`src/rtl/servo_pwm_multi.sv`:
```
// servo_pwm_multi: N-channel hobby-servo PWM generator, 1 us resolution.
// Frame period FRAME_US, pulse = MIN_US + clamped offset, optional per-frame slew.
// Ports:
//   clk, rst_n                  clock, synchronous active-low reset
//   cmd_valid/cmd_ready         command write handshake
//   cmd_ch, cmd_pos, cmd_en     target channel, position offset (us), enable
//   cmd_err                     1-cycle pulse for an out-of-range channel
//   frame_start                 1-cycle pulse at the start of each frame
//   pwm_out                     registered servo pulse outputs
module servo_pwm_multi #(
   parameter int N_CH     = 4,
   parameter int CLK_HZ   = 50_000_000,
   parameter int FRAME_US = 20000,
   parameter int MIN_US   = 1000,
   parameter int MAX_US   = 2000,
   parameter int POS_W    = 11,
   parameter int STEP_US  = 0
) (
   input  logic             clk,
   input  logic             rst_n,
   input  logic             cmd_valid,
   output logic             cmd_ready,
   input  logic [3:0]       cmd_ch,
   input  logic [POS_W-1:0] cmd_pos,
   input  logic             cmd_en,
   output logic             cmd_err,
   output logic             frame_start,
   output logic [N_CH-1:0]  pwm_out
);

   localparam int DIV    = CLK_HZ / 1_000_000;
   localparam int TW     = $clog2(DIV);
   localparam int UW     = $clog2(FRAME_US);
   localparam int CENTER = (MIN_US + MAX_US) / 2;
   localparam int SPAN   = MAX_US - MIN_US;
   localparam logic [POS_W:0] SPAN_X = (POS_W+1)'(SPAN);

   logic [TW-1:0]   tick_cnt;
   logic [UW-1:0]   us_cnt;
   logic            tick;
   logic            wrap;
   logic            accept;
   logic            ch_ok;
   logic [POS_W:0]  pos_x;
   logic [POS_W:0]  pos_c;
   logic [UW-1:0]   new_tgt;
   logic [UW-1:0]   target   [N_CH];
   logic [UW-1:0]   active   [N_CH];
   logic [UW-1:0]   next_act [N_CH];
   logic [N_CH-1:0] en;
   logic [N_CH-1:0] en_act;
   logic [N_CH-1:0] pwm_d;

   assign tick    = (tick_cnt == TW'(DIV - 1));
   assign wrap    = tick && (us_cnt == UW'(FRAME_US - 1));
   assign accept  = cmd_valid & cmd_ready;
   assign ch_ok   = ({1'b0, cmd_ch} < 5'(N_CH));
   // Widened by one bit so the clamp compare cannot wrap.
   assign pos_x   = {1'b0, cmd_pos};
   assign pos_c   = (pos_x > SPAN_X) ? SPAN_X : pos_x;
   assign new_tgt = UW'(MIN_US) + UW'(pos_c);

   always_comb begin
      for (int i = 0; i < N_CH; i++) begin
         next_act[i] = active[i];
         pwm_d[i]    = en_act[i] & (us_cnt < active[i]);
         if (STEP_US == 0) begin
            next_act[i] = target[i];
         end else if (target[i] > active[i]) begin
            // Step up, stopping exactly on the target.
            if (target[i] - active[i] > UW'(STEP_US))
               next_act[i] = active[i] + UW'(STEP_US);
            else
               next_act[i] = target[i];
         end else if (target[i] < active[i]) begin
            if (active[i] - target[i] > UW'(STEP_US))
               next_act[i] = active[i] - UW'(STEP_US);
            else
               next_act[i] = target[i];
         end
      end
   end

   always_ff @(posedge clk) begin
      if (!rst_n) begin
         tick_cnt    <= '0;
         us_cnt      <= '0;
         frame_start <= 1'b0;
         cmd_ready   <= 1'b0;
         cmd_err     <= 1'b0;
         pwm_out     <= '0;
         en          <= '0;
         en_act      <= '0;
         for (int i = 0; i < N_CH; i++) begin
            target[i] <= UW'(CENTER);
            active[i] <= UW'(CENTER);
         end
      end else begin
         tick_cnt    <= tick ? '0 : tick_cnt + 1'b1;
         if (tick)
            us_cnt   <= wrap ? '0 : us_cnt + 1'b1;
         frame_start <= wrap;
         cmd_ready   <= 1'b1;
         cmd_err     <= accept & ~ch_ok;
         pwm_out     <= pwm_d;
         for (int i = 0; i < N_CH; i++) begin
            // Boundary update reads the pre-command target/en values.
            if (accept && ch_ok && cmd_ch == 4'(i)) begin
               target[i] <= new_tgt;
               en[i]     <= cmd_en;
            end
            if (wrap) begin
               active[i] <= next_act[i];
               en_act[i] <= en[i];
            end
         end
      end
   end

endmodule

```
`config.mk`:
```
export PLATFORM = sky130hd
export DESIGN_NAME = servo_pwm_multi
export DESIGN_NICKNAME = d
export VERILOG_FILES = /design/src/rtl/servo_pwm_multi.sv
export SDC_FILE = /design/constraint.sdc
export NUM_CORES = 1
export LEC_CHECK = 0
export ABC_AREA = 1
export CAP_MARGIN = 20
export CELL_PAD_IN_SITES_DETAIL_PLACEMENT = 1
export CELL_PAD_IN_SITES_GLOBAL_PLACEMENT = 1
export CORE_ASPECT_RATIO = 1.1
export CORE_MARGIN = 1.5
export CORE_UTILIZATION = 52
export DETAILED_ROUTE_END_ITERATION = 7
export HOLD_SLACK_MARGIN = 0.12
export PLACE_DENSITY_LB_ADDON = 0.08
export SKIP_CTS_REPAIR_TIMING = 1
export SYNTH_ARGS = -nofsm -noshare
export SYNTH_HDL_FRONTEND = slang
export SYNTH_SLANG_ARGS = --single-unit
```
`constraint.sdc`:
```
create_clock -name clk -period 5 [get_ports clk]
set_input_delay 0.5 -clock clk [delete_from_list [all_inputs] [get_ports clk]]
set_output_delay 0.5 -clock clk [all_outputs]
set_load 0.005 [all_outputs]
```
==> results.py <==
metrics = {
    "status": {
        "run_status": "complete, no violations",
    },
    "hold_path": {
        "whs_endpoint": "cmd_err",
        "hold-path-cell-count": 2,
        "hp-start": "cmd_ready",
        "classification_of_the_worst_slack_hold_path": "register to register",
    },
    "cts": {
        "cts_inserted_buffers": 17,
        "clock_sink_count": 132,
        "tritoncts_clock_tree": "yes",
        "ctsLongestPathBuffers": 2,
        "clk_pin_slew_worst_paths_ns": 0.06,
        "root_buffer_cell": "clkbuf_16",
        "cts_htree_levels": 4,
        "insertion_delay_ns": 0.43,
    },
    "grt": {
        "global_route.overflow_total": 0,
        "grt_antenna_before_repair": 0,
        "grt_first_pass_wirelength_microns": 27300,
        "maximum_number_of_pins_on_one_net_before_global_route_repair": 54,
        "global_route.usage.total": 0.269,
        "via_count_of_the_first_global_routing_pass": 5258,
    },
    "sta": {
        "achievable-frequency_mhz": 347,
        "layout_worst_path_cycle_share": 0.576,
        "tns_ns": 0,
        "grt_setup_unrepaired": "false",
        "timing_max_transition_violations_final": 0,
        "final.min_clock_period_ns": 2.88,
        "tightest_slew_ns": 0.752,
        "finalSetupViolCount": 0,
        "slew_headroom": 0.497,
        "max_clock_skew_ns": 0.00759,
        "hold_viol_final": 0,
    },
    "final_layout": {
        "layout.core_utilization": 0.614,
        "finish.net_count": 765,
        "drive_gt1_frac": 0.0956,
        "number_of_antenna_cells_inserted": 0,
        "syn2layout_area_growth_pct": 15.9,
        "final_cells": 868,
    },
    "synth": {
        "synth_area_per_cell_sq_um": 10.0,
        "synth_enable_flop_cells": 96,
        "syn_std_cell_area_sq_um": 6640,
        "synth_seq_area_share": 0.543,
        "synthFlopType": "edfxtp_1",
        "synth.yosys.warnings": 0,
        "async_reset_ff_frac": 0,
        "netlist_instances": 662,
        "netlist-cell-type-count": 35,
        "synth.ff_latch_count": 132,
    },
    "floorplan": {
        "die_area_sq_um": 13500,
        "floorplan.core_area_sq_um": 12500,
        "die_x_microns": 111,
        "initial_utilization": 0.529,
        "placement_rows": 43,
        "chipHeight_microns": 121,
        "io-pin-count": 26,
    },
    "placement": {
        "dp.cells": 836,
        "io_port_bufs": 25,
        "dp.final_hpwl_microns": 11500,
        "place.gp.congestion": 0.857,
    },
    "critical_path": {
        "r2r_start": "tick_cnt[0]",
        "worst_setup_path_end_kind": "register",
        "rr_endpoint": "us_cnt[6]",
        "worst-path-max-fanout": 53,
        "worst-r2r-setup-slack_ns": 2.12,
        "worstSetupPathType": "register to register",
        "worstPathRequired_ns": 5.31,
        "worst_setup_path_startpoint": "tick_cnt[0]",
        "start_kind": "register",
        "r2r.worst_path.cells": 9,
        "crit_arrival_ns": 3.19,
    },
    "flow_run": {
        "drv.max_cap_violation_count": 0,
    },
    "pwr": {
        "leakage_uw": 0.00305,
        "ratio_of_total_power_to_cell_area_nw_per_um2": 362,
        "worst_ir_drop_vdd_mv": 0.250,
    },
    "route": {
        "drtAntennaViolNets": 0,
        "route.final.wire_length_microns": 16800,
        "drt_pass1_iterations": 4,
        "drcViolationCount": 0,
        "routed-via-count": 4842,
        "drt_iter0_drc": 242,
        "post_drt_wl_per_cell_microns": 19.4,
        "post_drt_via_cell_ratio": 5.58,
    },
}
[layout make-up]
cell class / instances / area [sq um]
Fill cell: 1398 / 4840
Sequential cell: 132 / 3600
Multi-Input combinational cell: 407 / 2510
Clock buffer: 19 / 453
Inverter: 114 / 432
Timing Repair Buffer: 26 / 258
Clock inverter: 13 / 241
Tap cell: 157 / 196
[worst max-delay path by stage]
stage                         end  slack (ns)  cells past startpoint
finish                  us_cnt[6]        2.12                      9
global route            us_cnt[6]        1.84                      9
CTS                     us_cnt[6]        2.00                      9
detailed placement   active[1][4]        1.93                      5
floorplan               en_act[0]        2.13                      7
global placement    active[3][10]        2.06                      5
[through the flow]
| step | total power (uW) | area [sq um] | setup slack, ns | hold WS [ns] |
|---|---|---|---|---|
| 6_report | 2780 | 7690 | 2.12 | 0.466 |
| 3_5_place_dp | 1330 | 7000 | 1.93 | 0.462 |
| 2_1_floorplan | 1280 | 6650 | 2.13 | 0.439 |
| 4_1_cts | 2790 | 7690 | 2.00 | 0.473 |
| 3_3_place_gp | 1320 | 7000 | 2.06 | 0.461 |
| 5_1_grt | 2840 | 7690 | 1.84 | 0.519 |
[metal layers]
| layer | track usage | vias up | share of wire |
|---|---|---|---|
| met2 | 0.474 | 145 | 0.51 |
| met5 | 0 | - | 0 |
| met3 | 0.0619 | 56 | 0.048 |
| met1 | 0.299 | 2363 | 0.40 |
| li1 | - | 2278 | - |
| met4 | 0.160 | 0 | 0.046 |
[critical path, cell delays in order (launching register included)]
cell and delay [ns]:
dfxtp_1 0.40, ha_1 0.17, nand3_1 0.40, inv_2 0.40, nand3_4 0.21, nand2_2 0.09
buf_4 0.54, inv_1 0.29, o21ai_0 0.19, a21oi_1 0.08
[registers in the layout, summed over array words and instances (netlist names)]
signal and count:
us_cnt 15, cmd_err 1, active 48, pwm_out 4, cmd_ready 1, en 4, tick_cnt 6, frame_start 1
en_act 4, target 48
[report_power, final]
group | internal, uW | switching (uW)
Clock | 971 | 505
Combinational | 30.4 | 68.1
Sequential | 1200 | 10.5
Total | 2200 | 584
[cells by family after synthesis]
kind of cell	after synthesis	synth area share
xor gates and xnor gates	9	0.0119
adders and majority gates	48	0.0905
other	1	0.000565
buffers and inverters	126	0.0814
AOI/OAI and AO/OA	68	0.0567
DFF	132	0.543
and+or+nand+nor	278	0.216
[Yosys cell counts (2+ instances only)]
library cell | count | share of area
o21ai_0 | 19 | 0.014
nand2_1 | 86 | 0.049
xor2_1 | 4 | 0.0053
inv_1 | 109 | 0.062
nor3_1 | 25 | 0.019
nor2_2 | 2 | 0.0019
buf_6 | 4 | 0.0068
o2111ai_1 | 3 | 0.0040
nor2_4 | 20 | 0.034
o22ai_1 | 2 | 0.0019
dfxtp_1 | 36 | 0.11
nand3_1 | 54 | 0.041
inv_2 | 3 | 0.0017
o21a_1 | 3 | 0.0034
ha_1 | 48 | 0.090
a22o_1 | 4 | 0.0053
edfxtp_1 | 96 | 0.43
nand4_1 | 5 | 0.0047
clkbuf_1 | 5 | 0.0028
a21oi_1 | 37 | 0.028
nand2_2 | 2 | 0.0019
nor2_1 | 50 | 0.028
or2_1 | 28 | 0.026
xnor2_1 | 5 | 0.0066
buf_12 | 2 | 0.0060
[cell usage in the layout (no fill, tap or decap), types with 5 or more instances in the layout]
master and instances:
inv_1 109, nand3_1 54, clkbuf_16 17, nor3_1 25, nand4_1 5, bufinv_16 6, nor2_1 50, xnor2_1 5
nand2_1 85, dfxtp_1 36, a21oi_1 37, ha_1 48, o21ai_0 19, or2_1 28, clkdlybuf4s50_1 25, edfxtp_1 96
nor2_4 20
No activity file was read; power rests on OpenSTA's default activity.
